$ cat src/rtl/klein_pkg.sv
// Shared KLEIN definitions: S-box, MixColumn, key-length to round-count mapping
// and the controller state type.
package klein_pkg;

    typedef enum logic {IDLE, RUN} klein_fsm_t;

    function automatic int klein_rounds(input int key_bits);
        case (key_bits)
            64:      return 12;
            80:      return 16;
            96:      return 20;
            default: return 0;
        endcase
    endfunction

    // 4-bit KLEIN S-box (an involution, so it also serves as its own inverse)
    function automatic logic [3:0] klein_sbox(input logic [3:0] x);
        case (x)
            4'h0: return 4'h7;
            4'h1: return 4'h4;
            4'h2: return 4'hA;
            4'h3: return 4'h9;
            4'h4: return 4'h1;
            4'h5: return 4'hF;
            4'h6: return 4'hB;
            4'h7: return 4'h0;
            4'h8: return 4'hC;
            4'h9: return 4'h3;
            4'hA: return 4'h2;
            4'hB: return 4'h6;
            4'hC: return 4'h8;
            4'hD: return 4'hE;
            4'hE: return 4'hD;
            default: return 4'h5;
        endcase
    endfunction

    function automatic logic [7:0] klein_sbox_byte(input logic [7:0] b);
        return {klein_sbox(b[7:4]), klein_sbox(b[3:0])};
    endfunction

    function automatic logic [7:0] klein_xtime(input logic [7:0] b);
        return {b[6:0], 1'b0} ^ (b[7] ? 8'h1B : 8'h00);
    endfunction

    // Forward 32-bit MixColumn, byte 0 in bits [31:24]
    function automatic logic [31:0] klein_mixcolumn(input logic [31:0] c);
        logic [7:0] a0, a1, a2, a3;
        a0 = c[31:24];
        a1 = c[23:16];
        a2 = c[15:8];
        a3 = c[7:0];
        return {klein_xtime(a0) ^ klein_xtime(a1) ^ a1 ^ a2 ^ a3,
                a0 ^ klein_xtime(a1) ^ klein_xtime(a2) ^ a2 ^ a3,
                a0 ^ a1 ^ klein_xtime(a2) ^ klein_xtime(a3) ^ a3,
                klein_xtime(a0) ^ a0 ^ a1 ^ a2 ^ klein_xtime(a3)};
    endfunction

endpackage

$ cat src/rtl/klein_round.sv
// One combinational KLEIN round on the 64-bit state plus the matching key step.
module klein_round
    import klein_pkg::*;
#(
    parameter int KEY_BITS = 64
) (
    input  logic [63:0]         s,
    input  logic [KEY_BITS-1:0] k,
    input  logic [4:0]          i,
    output logic [63:0]         s_next,
    output logic [KEY_BITS-1:0] k_next
);

    localparam int HALF = KEY_BITS / 2;

    logic [63:0]     s_key;
    logic [63:0]     s_sub;
    logic [63:0]     s_rot;
    logic [HALF-1:0] a_rot;
    logic [HALF-1:0] b_rot;
    logic [HALF-1:0] k_hi;
    logic [HALF-1:0] k_lo;

    assign s_key = s ^ k[KEY_BITS-1 -: 64];

    for (genvar n = 0; n < 16; n++) begin : g_sub
        assign s_sub[4*n +: 4] = klein_sbox(s_key[4*n +: 4]);
    end

    assign s_rot  = {s_sub[47:0], s_sub[63:48]};
    assign s_next = {klein_mixcolumn(s_rot[63:32]), klein_mixcolumn(s_rot[31:0])};

    // Each key half rotates left by one byte before the Feistel swap
    assign a_rot = {k[KEY_BITS-9:HALF], k[KEY_BITS-1:KEY_BITS-8]};
    assign b_rot = {k[HALF-9:0], k[HALF-1:HALF-8]};

    always_comb begin
        k_hi = b_rot;
        k_lo = a_rot ^ b_rot;
        k_hi[HALF-17 -: 8] = b_rot[HALF-17 -: 8] ^ {3'b000, i};
        k_lo[HALF-9 -: 8]  = klein_sbox_byte(k_lo[HALF-9 -: 8]);
        k_lo[HALF-17 -: 8] = klein_sbox_byte(k_lo[HALF-17 -: 8]);
        k_next = {k_hi, k_lo};
    end

endmodule

$ cat src/rtl/klein_cipher_param.sv
// Iterative KLEIN-64/80/96 encryptor, UNROLL rounds per clock, start/busy/valid handshake.
module klein_cipher_param
    import klein_pkg::*;
#(
    parameter int KEY_BITS = 64,
    parameter int UNROLL   = 1
) (
    input  logic                iclk,
    input  logic                ireset_n,
    input  logic                istart,
    input  logic [63:0]         iblock,
    input  logic [KEY_BITS-1:0] ikey,
    output logic                obusy,
    output logic                ovalid,
    output logic [63:0]         oblock
);

    localparam int         ROUNDS    = klein_rounds(KEY_BITS);
    localparam logic [4:0] LAST_RCNT = 5'(ROUNDS - UNROLL + 1);

    if (KEY_BITS != 64 && KEY_BITS != 80 && KEY_BITS != 96) begin : g_bad_key
        $error("klein_cipher_param: KEY_BITS must be 64, 80 or 96");
    end
    if ((UNROLL != 1 && UNROLL != 2 && UNROLL != 4) || (ROUNDS % UNROLL) != 0) begin : g_bad_unroll
        $error("klein_cipher_param: UNROLL must be 1, 2 or 4 and divide the round count");
    end

    klein_fsm_t          fsm_q;
    klein_fsm_t          fsm_d;
    logic [63:0]         state_q;
    logic [KEY_BITS-1:0] kstate_q;
    logic [4:0]          rcnt_q;
    logic                load;
    logic                finish;
    logic [63:0]         s_last;
    logic [KEY_BITS-1:0] k_last;

    // Round chain: stage u handles round index rcnt+u
    for (genvar u = 0; u < UNROLL; u++) begin : g_round
        logic [63:0]         s_in;
        logic [63:0]         s_out;
        logic [KEY_BITS-1:0] k_in;
        logic [KEY_BITS-1:0] k_out;

        if (u == 0) begin : g_first
            assign s_in = state_q;
            assign k_in = kstate_q;
        end else begin : g_next
            assign s_in = g_round[u-1].s_out;
            assign k_in = g_round[u-1].k_out;
        end

        klein_round #(.KEY_BITS(KEY_BITS)) u_round (
            .s      (s_in),
            .k      (k_in),
            .i      (rcnt_q + 5'(u)),
            .s_next (s_out),
            .k_next (k_out)
        );
    end

    assign s_last = g_round[UNROLL-1].s_out;
    assign k_last = g_round[UNROLL-1].k_out;

    always_ff @(posedge iclk) begin
        if (!ireset_n) fsm_q <= IDLE;
        else           fsm_q <= fsm_d;
    end

    always_comb begin
        fsm_d = fsm_q;
        case (fsm_q)
            IDLE:    if (istart) fsm_d = RUN;
            RUN:     if (finish) fsm_d = IDLE;
            default: fsm_d = IDLE;
        endcase
    end

    always_comb begin
        obusy  = (fsm_q == RUN);
        load   = (fsm_q == IDLE) && istart;
        finish = (fsm_q == RUN) && (rcnt_q == LAST_RCNT);
    end

    // Working registers are wiped on completion so the key does not linger
    always_ff @(posedge iclk) begin
        if (!ireset_n) begin
            state_q  <= '0;
            kstate_q <= '0;
            rcnt_q   <= '0;
            ovalid   <= 1'b0;
            oblock   <= '0;
        end else begin
            ovalid <= 1'b0;
            if (load) begin
                state_q  <= iblock;
                kstate_q <= ikey;
                rcnt_q   <= 5'd1;
            end else if (finish) begin
                oblock   <= s_last ^ k_last[KEY_BITS-1 -: 64];
                ovalid   <= 1'b1;
                state_q  <= '0;
                kstate_q <= '0;
                rcnt_q   <= '0;
            end else if (obusy) begin
                state_q  <= s_last;
                kstate_q <= k_last;
                rcnt_q   <= rcnt_q + 5'(UNROLL);
            end
        end
    end

endmodule
$ cat config.mk
export PLATFORM = sky130hd
export DESIGN_NAME = klein_cipher_param
export DESIGN_NICKNAME = d
export VERILOG_FILES = /design/src/rtl/klein_pkg.sv /design/src/rtl/klein_round.sv /design/src/rtl/klein_cipher_param.sv
export SDC_FILE = /design/constraint.sdc
export NUM_CORES = 1
export LEC_CHECK = 0
export ABC_AREA = 1
export BUFFER_PORTS_ARGS = -buffer_cell sky130_fd_sc_hd__buf_4
export CORE_MARGIN = 5
export CORE_UTILIZATION = 45
export DETAILED_ROUTE_END_ITERATION = 12
export SYNTH_ARGS = -nofsm -noshare
export SYNTH_HDL_FRONTEND = slang
export SYNTH_SLANG_ARGS = --single-unit
export TNS_END_PERCENT = 50
$ cat constraint.sdc
create_clock -name iclk -period 4.8 [get_ports iclk]
set_input_delay 0.24 -clock iclk [delete_from_list [all_inputs] [get_ports iclk]]
set_output_delay 0.24 -clock iclk [all_outputs]
set_load 0.01 [all_outputs]
# Yosys cells after proc, flatten, opt, wreduce, memory -nomap -nowiden
# Memories as Yosys holds them, arrays and structs flattened.
# Cells that the tools add are included.
dict set report op_classes {
  add_sub_neg 1
  n_mul 0
  div 0
  magnitude_cmp 0
  n_eq_ne 1
  shift 0
  muxes 21
  bitwise_logic 47
  n_reduce_logical 6
}
# op count
set op_table {}
lappend op_table {{$mux 64} 6}
lappend op_table {{$xor 8x8->8} 40}
lappend op_table {{$xor 64x64->64} 2}
lappend op_table {{$mux 5} 8}
lappend op_table {{$xor 32x32->32} 1}
lappend op_table {{$xor 8x5->8} 1}
lappend op_table {{$mux 1} 6}
lappend op_table {{$add 5x1->5 const B} 1}
lappend op_table {{$eq 5x4->1 const B} 1}
lappend op_table {{$not 1->1} 3}
lappend op_table {{$reduce_bool 3->1} 1}
lappend op_table {{$reduce_or 3->1} 1}
lappend op_table {{$logic_and 1x1->1} 2}
lappend op_table {{$pmux 1 s2} 1}
lappend op_table {{$reduce_and 2->1} 1}
lappend op_table {{$reduce_or 2->1} 1}
dict set report word_totals {
  ff_bits 199
  latch_bits 0
  mem_bits_rw 0
  mem_bits_ro 1280
  input_bits 131
  output_inout_bits 66
  wordCells 103
  mem_count 20
}
# name depth width rd rd_ports_with_merged_regs wr line
set memory_table {}
lappend memory_table {{(no name shown)} 16 4 1 0 0 klein_pkg.sv:18} ;# case (x)
lappend memory_table {{(no name shown)} 16 4 1 0 0 klein_pkg.sv:18}
lappend memory_table {{(no name shown)} 16 4 1 0 0 klein_pkg.sv:18}
lappend memory_table {{(no name shown)} 16 4 1 0 0 klein_pkg.sv:18}
lappend memory_table {{(no name shown)} 16 4 1 0 0 klein_pkg.sv:18}
lappend memory_table {{(no name shown)} 16 4 1 0 0 klein_pkg.sv:18}
lappend memory_table {{14 more memories} - - - - - -}

# Depth between registers and ports, before layout
# Gate-level depths: netlist of run 1.
# An unclocked memory read counts as a cell.
dict set report depth {
  ltp_word 11
  ltp_mapped 21
  mapped_depth_nobuf 21
}

# Modules after synthesis
# Synthesis of run 1 repeated with hierarchy kept, for this count alone.
dict set report hier_totals {
  hier_cells 3511
  area_unflattened_um2 19476.2
}
# module instances cells_per_inst area_per_inst_um2 seq_area_each_um2
set by_module_without_submodules {}
lappend by_module_without_submodules {klein_cipher_param 1 1512 9890.7 3983.8}
lappend by_module_without_submodules {klein_round 1 1999 9585.4 0.0}

# Least setup slack after synthesis of run 1
# No wires, ideal clock.
dict set report synth_path {
  path_kind {reg2reg}
  start {register kstate_q[44], in the netlist g_round[0].k_in[44]}
  end {register oblock[32]}
  setup_time_ns 0.113
  t_arrival_ns 2.085
  path_slack_ns 2.602
  path_stages_with_launch 15
  n_path_buf 0
  cell_sequence {dfxtp_1 -> xnor2_1 -> inv_1 -> ha_1 -> nand2_1 -> nand3_1 -> nand2_1 -> xor2_1 -> nand2_1 -> nand2_1 -> nand2_1 -> nand2_1 -> nand2_1 -> nand3_1 -> nand2_1}
}
dict set report synth_between {
  elab_chain_len 9
}
# element line
set synth_rtl {}
lappend synth_rtl {{start: declaration} klein_cipher_param.sv:31} ;# logic [KEY_BITS-1:0] kstate_q;
lappend synth_rtl {{start signal: assignment} klein_cipher_param.sv:97} ;# kstate_q <= ikey;
lappend synth_rtl {{start signal: assignment} klein_cipher_param.sv:107} ;# kstate_q <= k_last;
lappend synth_rtl {{$xor 64x64->64} klein_round.sv:24} ;# assign s_key = s ^ k[KEY_BITS-1 -: 64];
lappend synth_rtl {{$mem_v2 16x4} -}
lappend synth_rtl {{$mux 5} klein_pkg.sv:43} ;# return {b[6:0], 1'b0} ^ (b[7] ? 8'h1B : 8'h00);
lappend synth_rtl {{$xor 8x8->8} klein_pkg.sv:43}
lappend synth_rtl {{$xor 8x8->8 (4 in series)} klein_pkg.sv:56} ;# klein_xtime(a0) ^ a0 ^ a1 ^ a2 ^ klein_xtime(a3)};
lappend synth_rtl {{$xor 64x64->64} klein_cipher_param.sv:100} ;# oblock <= s_last ^ k_last[KEY_BITS-1 -: 64];
lappend synth_rtl {{end signal: assignment} klein_cipher_param.sv:100}
lappend synth_rtl {{end: declaration} klein_cipher_param.sv:15} ;# output logic [63:0] oblock
# Every way passes these cells.
# A chain may end at the register's enable or synchronous reset.

# Final worst setup path of run 1
dict set report layout_path {
  start {register rcnt_q[0]}
  end {register state_q[21], in the netlist g_round[0].s_in[21]}
}
dict set report layout_between {
  elab_chain_len 4
  word_cells_on_any_way 5
  classes_between {eq/ne: 1; mux: 2; reduce/logical: 2}
}
# element line
set layout_rtl {}
lappend layout_rtl {{start: declaration} klein_cipher_param.sv:32} ;# logic [4:0] rcnt_q;
lappend layout_rtl {{start signal: assignment} klein_cipher_param.sv:108} ;# rcnt_q <= rcnt_q + 5'(UNROLL);
lappend layout_rtl {{$eq 5x4->1 (*)} klein_cipher_param.sv:82} ;# finish = (fsm_q == RUN) && (rcnt_q == LAST_RCNT);
lappend layout_rtl {{$logic_and 1x1->1 (*)} klein_cipher_param.sv:82}
lappend layout_rtl {{$mux 64} klein_cipher_param.sv:99} ;# end else if (finish) begin
lappend layout_rtl {{$mux 64} klein_cipher_param.sv:95} ;# if (load) begin
lappend layout_rtl {{end signal: assignment} klein_cipher_param.sv:96} ;# state_q <= iblock;
lappend layout_rtl {{end signal: assignment} klein_cipher_param.sv:106} ;# state_q <= s_last;
lappend layout_rtl {{end: declaration} klein_cipher_param.sv:30} ;# logic [63:0] state_q;
# Every way passes the cells marked *; elsewhere a longest branch is shown, timed or not.

==> metrics, run 1 <==
#FFs+latches synth 199; max-slew violations 0; Port Buffer Count 196; syn_nets 3538; CP required 5230 ps; critical path endpoint category register; area grow syn2layout 13.4%; Die Y 213 um; Sink Count 199; DRT Pass-1 Iters 6; fillers 4295; Post-Synthesis Cells 3325; hpwl dp 61500 um; Final min period between 3000 and 4000 ps; DR vias/cell 5.61; complex-gate fraction of the synthesized area 10.7%; Initial Utilization 45.4%; Mean Syn Cell Area 5.56 um2; Clock Latency Late Sink just over 500 ps; multiplexer share of the synthesized area 0%; Tot GR Track Use 34.6%; Top Ports 197; register area share after synthesis 21.5%; Rows 74; Final Setup Violations 0; Worst Path Arrival 3750 ps; H-tree levels 4; Worst Skew 14.6 ps; die width 213 um; area fraction of the dominant cell type after synthesis 32.2%; Synth area leaders nand2_1 (32%), dfxtp_1 (22%), nand3_1 (11%), inv_1 (6.0%), ha_1 (5.5%); drt drc 0; Antenna diodes 0; ys flop type dfxtp_1; cell area after synthesis 0.0185 mm2; max-cap viol count 0; WL/cell ~20 um; CP max FO 38; number of flops mapped to enable cells by yosys 0; clock tree buffer depth 2; XOR/XNOR Fraction of Synth Area under 10%; Adder-Cell Fraction of Synth Area 5.55%; root buf cell clkbuf_16; initial antenna violation count 0; maximum operating frequency approximately 300 MHz; postcts setup bufs 0; Detailed Route WL 80100 um; outcome completed; share of cells above drive strength 1 9.07%; final hold vios 0; Worst Hold Slack 17.6 ps; vias in the first global route 20600; CTS tree done; design area between 0.02 and 0.025 mm2; Via Count 22500; CP startpoint kind register; gpl congestion 0.983; Max stage delay cell, worst path nor2_4; largest net degree at the start of global routing 77; Synth area leader nand2_1; Worst Hold Class input port to register; unrepaired setup endpoints after global routing no; Post-synth ARST share 0%; max_slew headroom 26.5%; cell area after placement 0.0204 mm2; die area 0.0452 mm2; drt initial violations 2264; Setup TNS 0 ps; Yosys cell types 40; global route overflow 0; Num CTS Buffers 17; Final Net Count 3673; Post-DRT Antenna Nets 0; Tcrit/Tclk final 69.2%; synth warn 0; CTS clk-pin slew, worst paths 80 ps; core area 0.0407 mm2; global-route wire length before repair 120000 um; WS Path Type register to register; CP max stage delay 1060 ps; critical-path cell list inv_1, ha_1, nand4_1, clkinv_2, nor2_4, buf_4, nand3_1, a31oi_1; Synth Area in Simple Gates 48.0%; Least-Margin Pin Slew 1100 ps; largest family of logic cells by synthesized area simple AND/OR/NAND/NOR gates
## Yosys cell counts (2+ instances only)
cell type	number
a221oi_1	33
inv_2	12
buf_1	7
nand3_2	2
nand3_1	410
nand3b_1	12
nand2_2	27
a31oi_1	30
xnor2_2	4
nand4_1	9
xor2_1	37
inv_1	297
o22ai_1	2
nand2_1	1588
nor2_1	128
buf_4	5
o21ai_2	5
buf_2	22
ha_1	82
o21ai_0	168
o21a_1	5
clkbuf_1	63
a22o_1	13
xor2_2	5
nand2_4	2
a21oi_1	78
dfxtp_1	199
xnor2_1	63
o21ai_1	6
## state kept, by name, summed over array words and instances (netlist names)
| name | cells |
|---|---|
| obusy | 1 |
| g_round.s_in | 64 |
| g_round.k_in | 64 |
| ovalid | 1 |
| rcnt_q | 5 |
| oblock | 64 |
## metal layers
metal | track usage, % | part of all wire (%)
met1 | 45.3 | 41
met2 | 54.9 | 44
met3 | 5.88 | 8.7
met4 | 18.0 | 5.9
met5 | 0 | 0
## through the flow
step	utilization (%)	setup slack, ps	std cells
after floorplan	-	2600	3325
after global placement	50.0	1700	3972
after detailed placement	50.0	1610	3972
after CTS	51.5	1590	4005
after global routing	51.5	1300	4005
final	51.5	1480	4005
## cells by family (layout without fill, tap and decap cells)
family / Yosys count / after routing
flops: 199 / 199
fa+ha+maj: 82 / 82
compound gates: 345 / 345
simple gates: 2181 / 2181
xor+xnor: 109 / 109
buf+inv: 409 / 557
## cell type report
cell class	count	area [um2]	area share (%)
clock buffer	19	453	2.16
clock inverter	13	113	0.537
inverter	311	1170	5.60
multi-input combinational	2717	13000	61.8
sequential	199	3980	19.0
tap	532	666	3.17
timing repair buffer	214	1620	7.73
## placed cells by master (no fill, tap or decap), types with 4 or more instances in the layout
| cell | instances |
|---|---|
| a31oi_1 | 30 |
| nand2_2 | 27 |
| nand4_1 | 9 |
| nor2_1 | 122 |
| ha_1 | 82 |
| nand2_1 | 1588 |
| xor2_1 | 37 |
| o21ai_0 | 168 |
| o21ai_2 | 5 |
| inv_2 | 14 |
| a221oi_1 | 33 |
| nand3b_1 | 12 |
| inv_1 | 293 |
| buf_4 | 212 |
| a22o_1 | 13 |
| nor2_4 | 5 |
| o21a_1 | 5 |
| xnor2_1 | 63 |
| dfxtp_1 | 199 |
| a21oi_1 | 78 |
| o21ai_1 | 6 |
| nand3_1 | 410 |
| xor2_2 | 5 |
| xnor2_2 | 4 |
| inv_6 | 5 |
| clkbuf_16 | 17 |
## critical path, delay by kind of cell, from the launching register on
family,cells,cell delay [ps]
fa+ha+maj,1,200
buf+inv,3,1120
flops,1,450
simple gates,3,1310
compound gates,1,150
## repair_timing
action                                 in CTS  in global routing
endpoints found under the hold margin       1                  0
hold buffers                                1                  0
resized for setup                           0                  0
## worst paths after layout
kind,startpoint,end,slack (ps),cells past startpoint
setup / recovery,rcnt_q[0],g_round[0].s_in[21],1480,8
hold reg to reg,oblock[8],oblock[8],460,2
hold / removal,ikey[53],g_round[0].k_in[53],20,3
setup reg to reg,rcnt_q[0],g_round[0].s_in[21],1480,8
Power of run 1 is left out: the tool's default activity adds up to more than one toggle a clock period on the data nets, which glitch-free logic cannot reach.
==> run 2, diff against run 1 <==
==> constraint.sdc (replaced) <==
create_clock -name iclk -period 3.06 [get_ports iclk]
set_input_delay 0.153 -clock iclk [delete_from_list [all_inputs] [get_ports iclk]]
set_output_delay 0.153 -clock iclk [all_outputs]
set_load 0.01 [all_outputs]
==> metrics, run 2 (synthesis gave the netlist of run 1 again) <==
outcome completed; Tcrit/Tclk final 92.5% (+23 points); CTS clk-pin slew, worst paths 80 ps (about the same); Via Count 22700 (+1.1%); H-tree levels 4 (unchanged); die width 213 um (unchanged); Initial Utilization 45.4% (unchanged); WS Path Type register to register; worst r2r src g_round[0].k_in[5]; Clock Latency Late Sink 520 ps (about the same); Worst Path Arrival 3270 ps (-480 ps); Post-DRT Antenna Nets 0 (unchanged); area grow syn2layout 18.3%; WL/cell 19.6 um (-1.9%); share of cells above drive strength 1 9.71% (+0.64 points); flop2flop setup slack 230 ps (-1250 ps); Final Net Count 3764 (+2.5%); most common cell after layout, fill and taps aside nand2_1; Worst Skew 16.0 ps (+1.33 ps); Setup TNS 0 ps (unchanged); worst hold start iblock[51]; CP required 3500 ps (-1730 ps); clock tree buffer depth 2 (unchanged); max_slew headroom 27.5% (+1.1 points); largest net degree at the start of global routing 77 (unchanged); worst r2r path cells 16 (+8); maximum operating frequency 353 MHz (+17%); drt initial violations 2404 (+6.2%); Worst Hold Class input port to register; vias in the first global route 21000 (+1.8%); Detailed Route WL 80400 um (+0.30%); CP startpoint kind register; core area 0.0407 mm2 (unchanged); critical path endpoint category register; root buf cell clkbuf_16; final core occ 53.7% (+2.2 points); DR vias/cell 5.55 (-1.2%); critical-path cell list inv_1, nand2_1, nand2_1, inv_1, ha_1, inv_1, nand3_1, nand3_1, nand2_1, inv_2, nand2_1, nand2_1, nand2_1, nand4_1, nand3_1, a21oi_1; commonest cells after routing, fill and taps aside nand2_1 (1588), nand3_1 (410), inv_1 (293); fillers 4251 (-1.0%); Rows 74 (unchanged); postcts setup bufs 0 (unchanged); r2r endpoint g_round[0].s_in[28]; post-route insts no fill 4096 (+2.3%); final hold vios 0 (unchanged); Final min period 2830 ps (-488 ps); die area 0.0452 mm2 (unchanged); drt drc 0 (unchanged); Tot GR Track Use 34.8% (+0.20 points); Least-Margin Pin Slew 1090 ps (-16.3 ps); max-slew violations 0 (unchanged); global-route wire length before repair 121000 um (+0.69%); Die Y 213 um (unchanged); unrepaired setup endpoints after global routing no; Top Ports 197 (unchanged); CP max FO 10 (-74%); Max stage delay cell, worst path dfxtp_1; DRT Pass-1 Iters 6 (unchanged); Sink Count 199 (unchanged); Antenna diodes 0 (unchanged); cell mode on critical path nand2_1; hold path depth 4 (+1); gpl congestion 1.00 (+2.0%); global route overflow 0 (unchanged); initial antenna violation count 0 (unchanged); worst path buffer plus inverter count 4 (+1); Min-Delay Endpoint g_round[0].s_in[51]; max-cap viol count 0 (unchanged); post-placement cell count 4002 (+0.76%); Final Setup Violations 0 (unchanged); crit-path leading delay family simple AND/OR/NAND/NOR gates; CTS tree done; hpwl dp 61900 um (+0.64%); Num CTS Buffers 17 (unchanged); CP max stage delay 520 ps (-540 ps); Port Buffer Count 196 (unchanged)
run 2: how the worst max path moves through the flow:
stage	slack [ps]	to	from	cells past startpoint
2_1_floorplan	860	oblock[32]	g_round[0].k_in[44]	14
3_3_place_gp	200	oblock[57]	g_round[0].k_in[44]	14
3_5_place_dp	150	oblock[57]	g_round[0].k_in[44]	14
4_1_cts	100	oblock[57]	g_round[0].k_in[44]	14
5_1_grt	20	oblock[9]	g_round[0].k_in[53]	18
6_report	230	g_round[0].s_in[28]	g_round[0].k_in[5]	16
run 2: timing repair:
action,4_1_cts,5_1_grt
hold endpoints to repair,62,0
resized for setup,0,1
hold buffers,62,0
setup endpoints to repair,0,5
run 2: worst reg2reg max path: cells and delay by family (launching register included):
family,cells,cell delay (ps)
flip-flops,1,520
AO/OA/AOI/OAI,1,220
AND/OR/NAND/NOR,10,1270
adder cells (fa/ha/maj),1,240
buffers and inverters,4,530
run 2: layer usage:
| layer | wire [um] | global-route usage (%) | vias to the layer above |
|---|---|---|---|
| met5 | 0 | 0 | - |
| met4 | 5620 | 21.6 | 0 |
| met3 | 5990 | 4.89 | 223 |
| met2 | 35600 | 55.4 | 1048 |
| met1 | 33200 | 44.6 | 10400 |
| li1 | - | - | 11000 |
run 2: final cells by class:
cell class | instances | area, um2 | area share (%)
Tap cell | 532 | 666 | 3.04
Timing Repair Buffer | 305 | 2510 | 11.5
Clock buffer | 18 | 439 | 2.01
Multi-Input combinational cell | 2717 | 13000 | 59.3
Clock inverter | 14 | 138 | 0.629
Sequential cell | 199 | 3980 | 18.2
Inverter | 311 | 1170 | 5.37
run 2: metrics by stage:
stage,instance area [um2],hold slack (ps),worst slack (ps)
2_1_floorplan,18500,291,862
3_3_place_gp,20700,440,198
3_5_place_dp,20700,445,152
4_1_cts,21900,1.10,102
5_1_grt,21900,26.0,16.3
6_report,21900,30.0,229
Power of run 2 is left out for the same reason.
